$ cat config.mk
export PLATFORM = sky130hd
export DESIGN_NAME = fetch_ctrl
export DESIGN_NICKNAME = d
export VERILOG_FILES = /design/src/rtl/fetch_ctrl.sv
export SDC_FILE = /design/constraint.sdc
export NUM_CORES = 1
export LEC_CHECK = 0
export CAP_MARGIN = 0
export CORE_MARGIN = 4
export CORE_UTILIZATION = 37
export CTS_CLUSTER_SIZE = 8
export DETAILED_ROUTE_END_ITERATION = 16
export GPL_ROUTABILITY_DRIVEN = 0
export PLACE_DENSITY = 0.85
export SYNTH_ARGS = -nofsm -noshare
export SYNTH_HDL_FRONTEND = slang
export SYNTH_SLANG_ARGS = --single-unit
$ cat constraint.sdc
create_clock -name clk -period 2.35 [get_ports clk]
set_clock_uncertainty 0.2 [all_clocks]
set_input_delay 0.235 -clock clk [delete_from_list [all_inputs] [get_ports clk]]
set_output_delay 0.235 -clock clk [all_outputs]
set_load 0.05 [all_outputs]
$ cat src/rtl/fetch_ctrl.sv
// fetch_ctrl: fetch-stage PC sequencing FSM; FETCH_CTRL_PERF_EN adds fetch/stall counters.
module fetch_ctrl #(
  parameter logic [15:0] RESET_TARGET = 16'h0000
) (
  input  logic        clk,
  input  logic        reset,
  input  logic        start,
  input  logic        stall,
  input  logic        branch_req,
  input  logic [15:0] branch_target,
  input  logic        halt_req,
  output logic [1:0]  sel_pc,
  output logic        enable_pc,
  output logic [15:0] branch_pc,
  output logic        inst_valid,
  output logic [2:0]  state,
  output logic [15:0] fetch_count,
  output logic [15:0] stall_count
);
  typedef enum logic [2:0] {IDLE = 3'd0, BOOT = 3'd1, RUN = 3'd2, REDIRECT = 3'd3, HALT = 3'd4} state_e;
  state_e      state_q, state_d;
  logic [15:0] branch_pc_q, branch_pc_d;
  always_comb begin
    state_d     = state_q;
    branch_pc_d = branch_pc_q;
    sel_pc      = 2'b01;
    enable_pc   = 1'b0;
    inst_valid  = 1'b0;
    case (state_q)
      IDLE: begin
        sel_pc  = 2'b00;
        state_d = start ? BOOT : IDLE;
      end
      BOOT: begin
        sel_pc    = 2'b00;
        enable_pc = 1'b1;
        state_d   = RUN;
      end
      RUN: begin
        inst_valid = 1'b1;
        if (halt_req) state_d = HALT;
        else if (branch_req) begin
          branch_pc_d = branch_target;
          state_d     = REDIRECT;
        end else enable_pc = !stall;
      end
      REDIRECT: begin
        if (halt_req) state_d = HALT;
        else if (branch_req) branch_pc_d = branch_target;
        else begin
          sel_pc    = 2'b10;
          enable_pc = 1'b1;
          state_d   = RUN;
        end
      end
      HALT: state_d = start ? BOOT : HALT;
      default: begin
        sel_pc  = 2'b00;
        state_d = IDLE;
      end
    endcase
  end
  always_ff @(posedge clk) begin
    if (reset) begin
      state_q     <= IDLE;
      branch_pc_q <= RESET_TARGET;
    end else begin
      state_q     <= state_d;
      branch_pc_q <= branch_pc_d;
    end
  end
  assign state     = state_q;
  assign branch_pc = branch_pc_q;
`ifdef FETCH_CTRL_PERF_EN
  logic        accept, stall_cyc;
  logic [15:0] fetch_count_q, fetch_count_d, stall_count_q, stall_count_d;
  assign accept    = state_q == RUN && !stall && !halt_req && !branch_req;
  assign stall_cyc = state_q == RUN && stall && !halt_req && !branch_req;
  always_comb begin
    fetch_count_d = (accept && !(&fetch_count_q)) ? fetch_count_q + 16'd1 : fetch_count_q;
    stall_count_d = (stall_cyc && !(&stall_count_q)) ? stall_count_q + 16'd1 : stall_count_q;
  end
  always_ff @(posedge clk) begin
    if (reset) begin
      fetch_count_q <= '0;
      stall_count_q <= '0;
    end else begin
      fetch_count_q <= fetch_count_d;
      stall_count_q <= stall_count_d;
    end
  end
  assign fetch_count = fetch_count_q;
  assign stall_count = stall_count_q;
`else
  assign fetch_count = 16'h0000;
  assign stall_count = 16'h0000;
`endif
endmodule

==> results of run 1 <==
## through the flow
step / util / std cells
3_5_place_dp: 0.510 / 203
2_1_floorplan: - / 166
3_3_place_gp: 0.510 / 203
5_1_grt: 0.521 / 207
6_report: 0.521 / 207
4_1_cts: 0.520 / 207
## cells in the mapped netlist (2+ instances only)
cell type / count / area share
nand3b_1: 3 / 0.021
a21oi_1: 18 / 0.085
o21ai_0: 2 / 0.0094
nor2b_1: 2 / 0.012
buf_4: 34 / 0.24
nand2_1: 33 / 0.12
nor2_1: 5 / 0.018
buf_6: 3 / 0.032
dfxtp_1: 19 / 0.36
## what timing repair did
item                                    CTS  global route
endpoints found under the setup margin    0             1
hold endpoints to repair                  0             0
gates resized for setup                   0             1
## report_power, final
group          total [mW]  internal, mW  switching (mW)  leakage (nW)
registers           0.347         0.332          0.0147         0.154
clock network       0.168        0.0660           0.102        0.0150
logic               0.310        0.0915           0.219         0.399
## worst paths after layout
path | from | end | slack, ns | cells past startpoint
max reg2reg | state[1] | branch_pc[10] | 0.77 | 3
max | state[1] | state[1] | 0.19 | 1
min reg2reg | branch_pc[9] | branch_pc[9] | 0.26 | 2
min | branch_pc[9] | branch_pc[9] | 0.26 | 2
## sequential cells by signal (all words and copies together), names as in the netlist
register,flops
state,3
branch_pc,16
## routing by layer
metal | GRT usage | share of wire | vias to the layer above
met5 | 0 | 0 | -
met4 | 0.0455 | 0.0030 | 0
met3 | 0.0377 | 0.11 | 2
met2 | 0.206 | 0.48 | 48
met1 | 0.132 | 0.40 | 381
li1 | - | - | 452
## final cells by class
type	count	area share
multi-input combinational	105	0.342
timing repair buffer	47	0.345
tap	31	0.0270
sequential	19	0.265
inverter	1	0.00261
clock buffer	4	0.0183
## cells by family after synthesis
| family | share of synthesized area |
|---|---|
| AO/OA/AOI/OAI | 0.139 |
| XOR/XNOR | 0.00822 |
| buffers and inverters | 0.291 |
| flip-flops | 0.357 |
| AND/OR/NAND/NOR | 0.202 |
| other | 0.00352 |
==> results.tsv, run 1 <==
stage	metric	value	unit
status	status	completed	
placed_design	placed cell area	1410	um2
detailed_routing	drt wl/cell	11.1	um
floorplanning	core area	2760	um2
timing	RSZ-0062 raised after global routing	false	
power_and_ir_drop	Pwr Total	825	uW
logic_synthesis	synthesized area	1070	um2
global_routing	Remaining Overflow, GRT	0	
timing	Fin Hold WS	0.258	ns
finish	Fill cells	272	
logic_synthesis	synth unique cells	25	
global_routing	number of global-route vias before repair	782	
flow_run	Max-Cap Viols	0	
finish	design area	1440	um2
worst_hold_path	Hold Crit Class	register to register	
finish	commonest non-fill, non-tap cell in the layout	clkdlybuf4s50_1	
timing	actual slew at the worst max-slew pin	0.521	ns
finish	layout cells sized above 1	0.0625	
floorplanning	Die Ht	61.7	um
worst_setup_path	crit path max-delay cell type	clkdlybuf4s50_1	
logic_synthesis	register area share after synthesis	0.357	
finish	fin nets	199	
timing	Tmin final	2.16	ns
timing	setup TNS	0	ns
clocking	hold_buf cts	0	
power_and_ir_drop	power density cells	575	nW/um2
worst_setup_path	Max FO, Critical Path	13	
clocking	CTS tree	yes	
logic_synthesis	Yosys reg bits	19	
global_routing	first-pass GRT wire length	3.36	mm
logic_synthesis	warnings from Yosys	0	
global_routing	Total Routing Usage GR	0.118	
worst_setup_path	worst path arrival time	1.72	ns
finish	area grow syn2layout	34.7	%
worst_setup_path	crit path cell chain	clkdlybuf4s50_1	
detailed_routing	vias per cell	4.27	
detailed_routing	Detail Route Antenna Nets	0	
logic_synthesis	predominant post-synthesis flop cell	dfxtp_1	
detailed_routing	Initial DRT Pass Iterations	4	
logic_synthesis	Async SR Flop Fraction	0	
power_and_ir_drop	leakage power	0.568	nW
clocking	clock sinks	19	
placed_design	pre-CTS setup slack	0.380	ns
finish	commonest cells after routing, fill and taps aside	clkdlybuf4s50_1 (40), nand2_1 (33), conb_1 (32)	
worst_setup_path	Worst Path Buf+Inv	1	
floorplanning	die area	3800	um2
worst_setup_path	Worst Setup Start Kind	register	
detailed_routing	via count	883	
timing	period utilization	0.918	
timing	Slew HR	0.652	
worst_setup_path	Setup crit end kind	output pin	
logic_synthesis	post-synthesis cell count	135	
finish	# diodes	0	
placed_design	HPWL after DPL	1.76	mm
detailed_routing	final routed DRC violation total	0	
clocking	htree depth	1	
worst_setup_path	critical path class	register to output pin	
worst_setup_path	cell family with most CP delay	buffers and inverters	
logic_synthesis	Synth Area per Inst	7.90	um2
clocking	CTS Buf Count	3	
worst_setup_path	CP Data Required Time	1.91	ns
floorplanning	IO Count	77	
timing	Max Clk Rate	0.464	GHz
placed_design	port bufs	44	
clocking	clk slew on worst S/H paths	0.11	ns
timing	Final setup violation count	0	
global_routing	antenna violations before repair	0	
finish	Sequential Area	380	um2
clocking	Max Root-Sink Buffers	2	
finish	area occupied by multi-input gates	492	um2
detailed_routing	1st-iter DRT viols	36	
logic_synthesis	number of synthesized flops with an enable pin	0	
clocking	Post-CTS Setup Repair Bufs	0	
worst_setup_path	Critical Path Max Stage Delay	0.89	ns
power_and_ir_drop	Max VDD drop	0.000334	V
timing	Final Hold Vio Count	0	
timing	Final Worst Setup Slack	0.194	ns
timing	fin. max-slew vios	0	
global_routing	largest net degree at the start of global routing	18	
detailed_routing	Post-Route WL	2.30	mm
floorplanning	Rows	19	
clocking	clk_lat worst skew	0.29	ns
floorplanning	initial core utilization	0.387	
clocking	Root Driver	clkbuf_4	
floorplanning	die width	61.7	um
Note: power is estimated with default switching activity, not from simulation.
==> run 2: changes to the inputs <==
--- a/config.mk
+++ b/config.mk
@@ -8,10 +8,12 @@
 export CAP_MARGIN = 0
 export CORE_MARGIN = 4
 export CORE_UTILIZATION = 37
+export CTS_CLUSTER_DIAMETER = 120
 export CTS_CLUSTER_SIZE = 8
 export DETAILED_ROUTE_END_ITERATION = 16
 export GPL_ROUTABILITY_DRIVEN = 0
 export PLACE_DENSITY = 0.85
+export SLEW_MARGIN = 40
 export SYNTH_ARGS = -nofsm -noshare
 export SYNTH_HDL_FRONTEND = slang
 export SYNTH_SLANG_ARGS = --single-unit
==> results of run 2 <==
The final DEF is identical to that of run 1; final timing and power are the same.
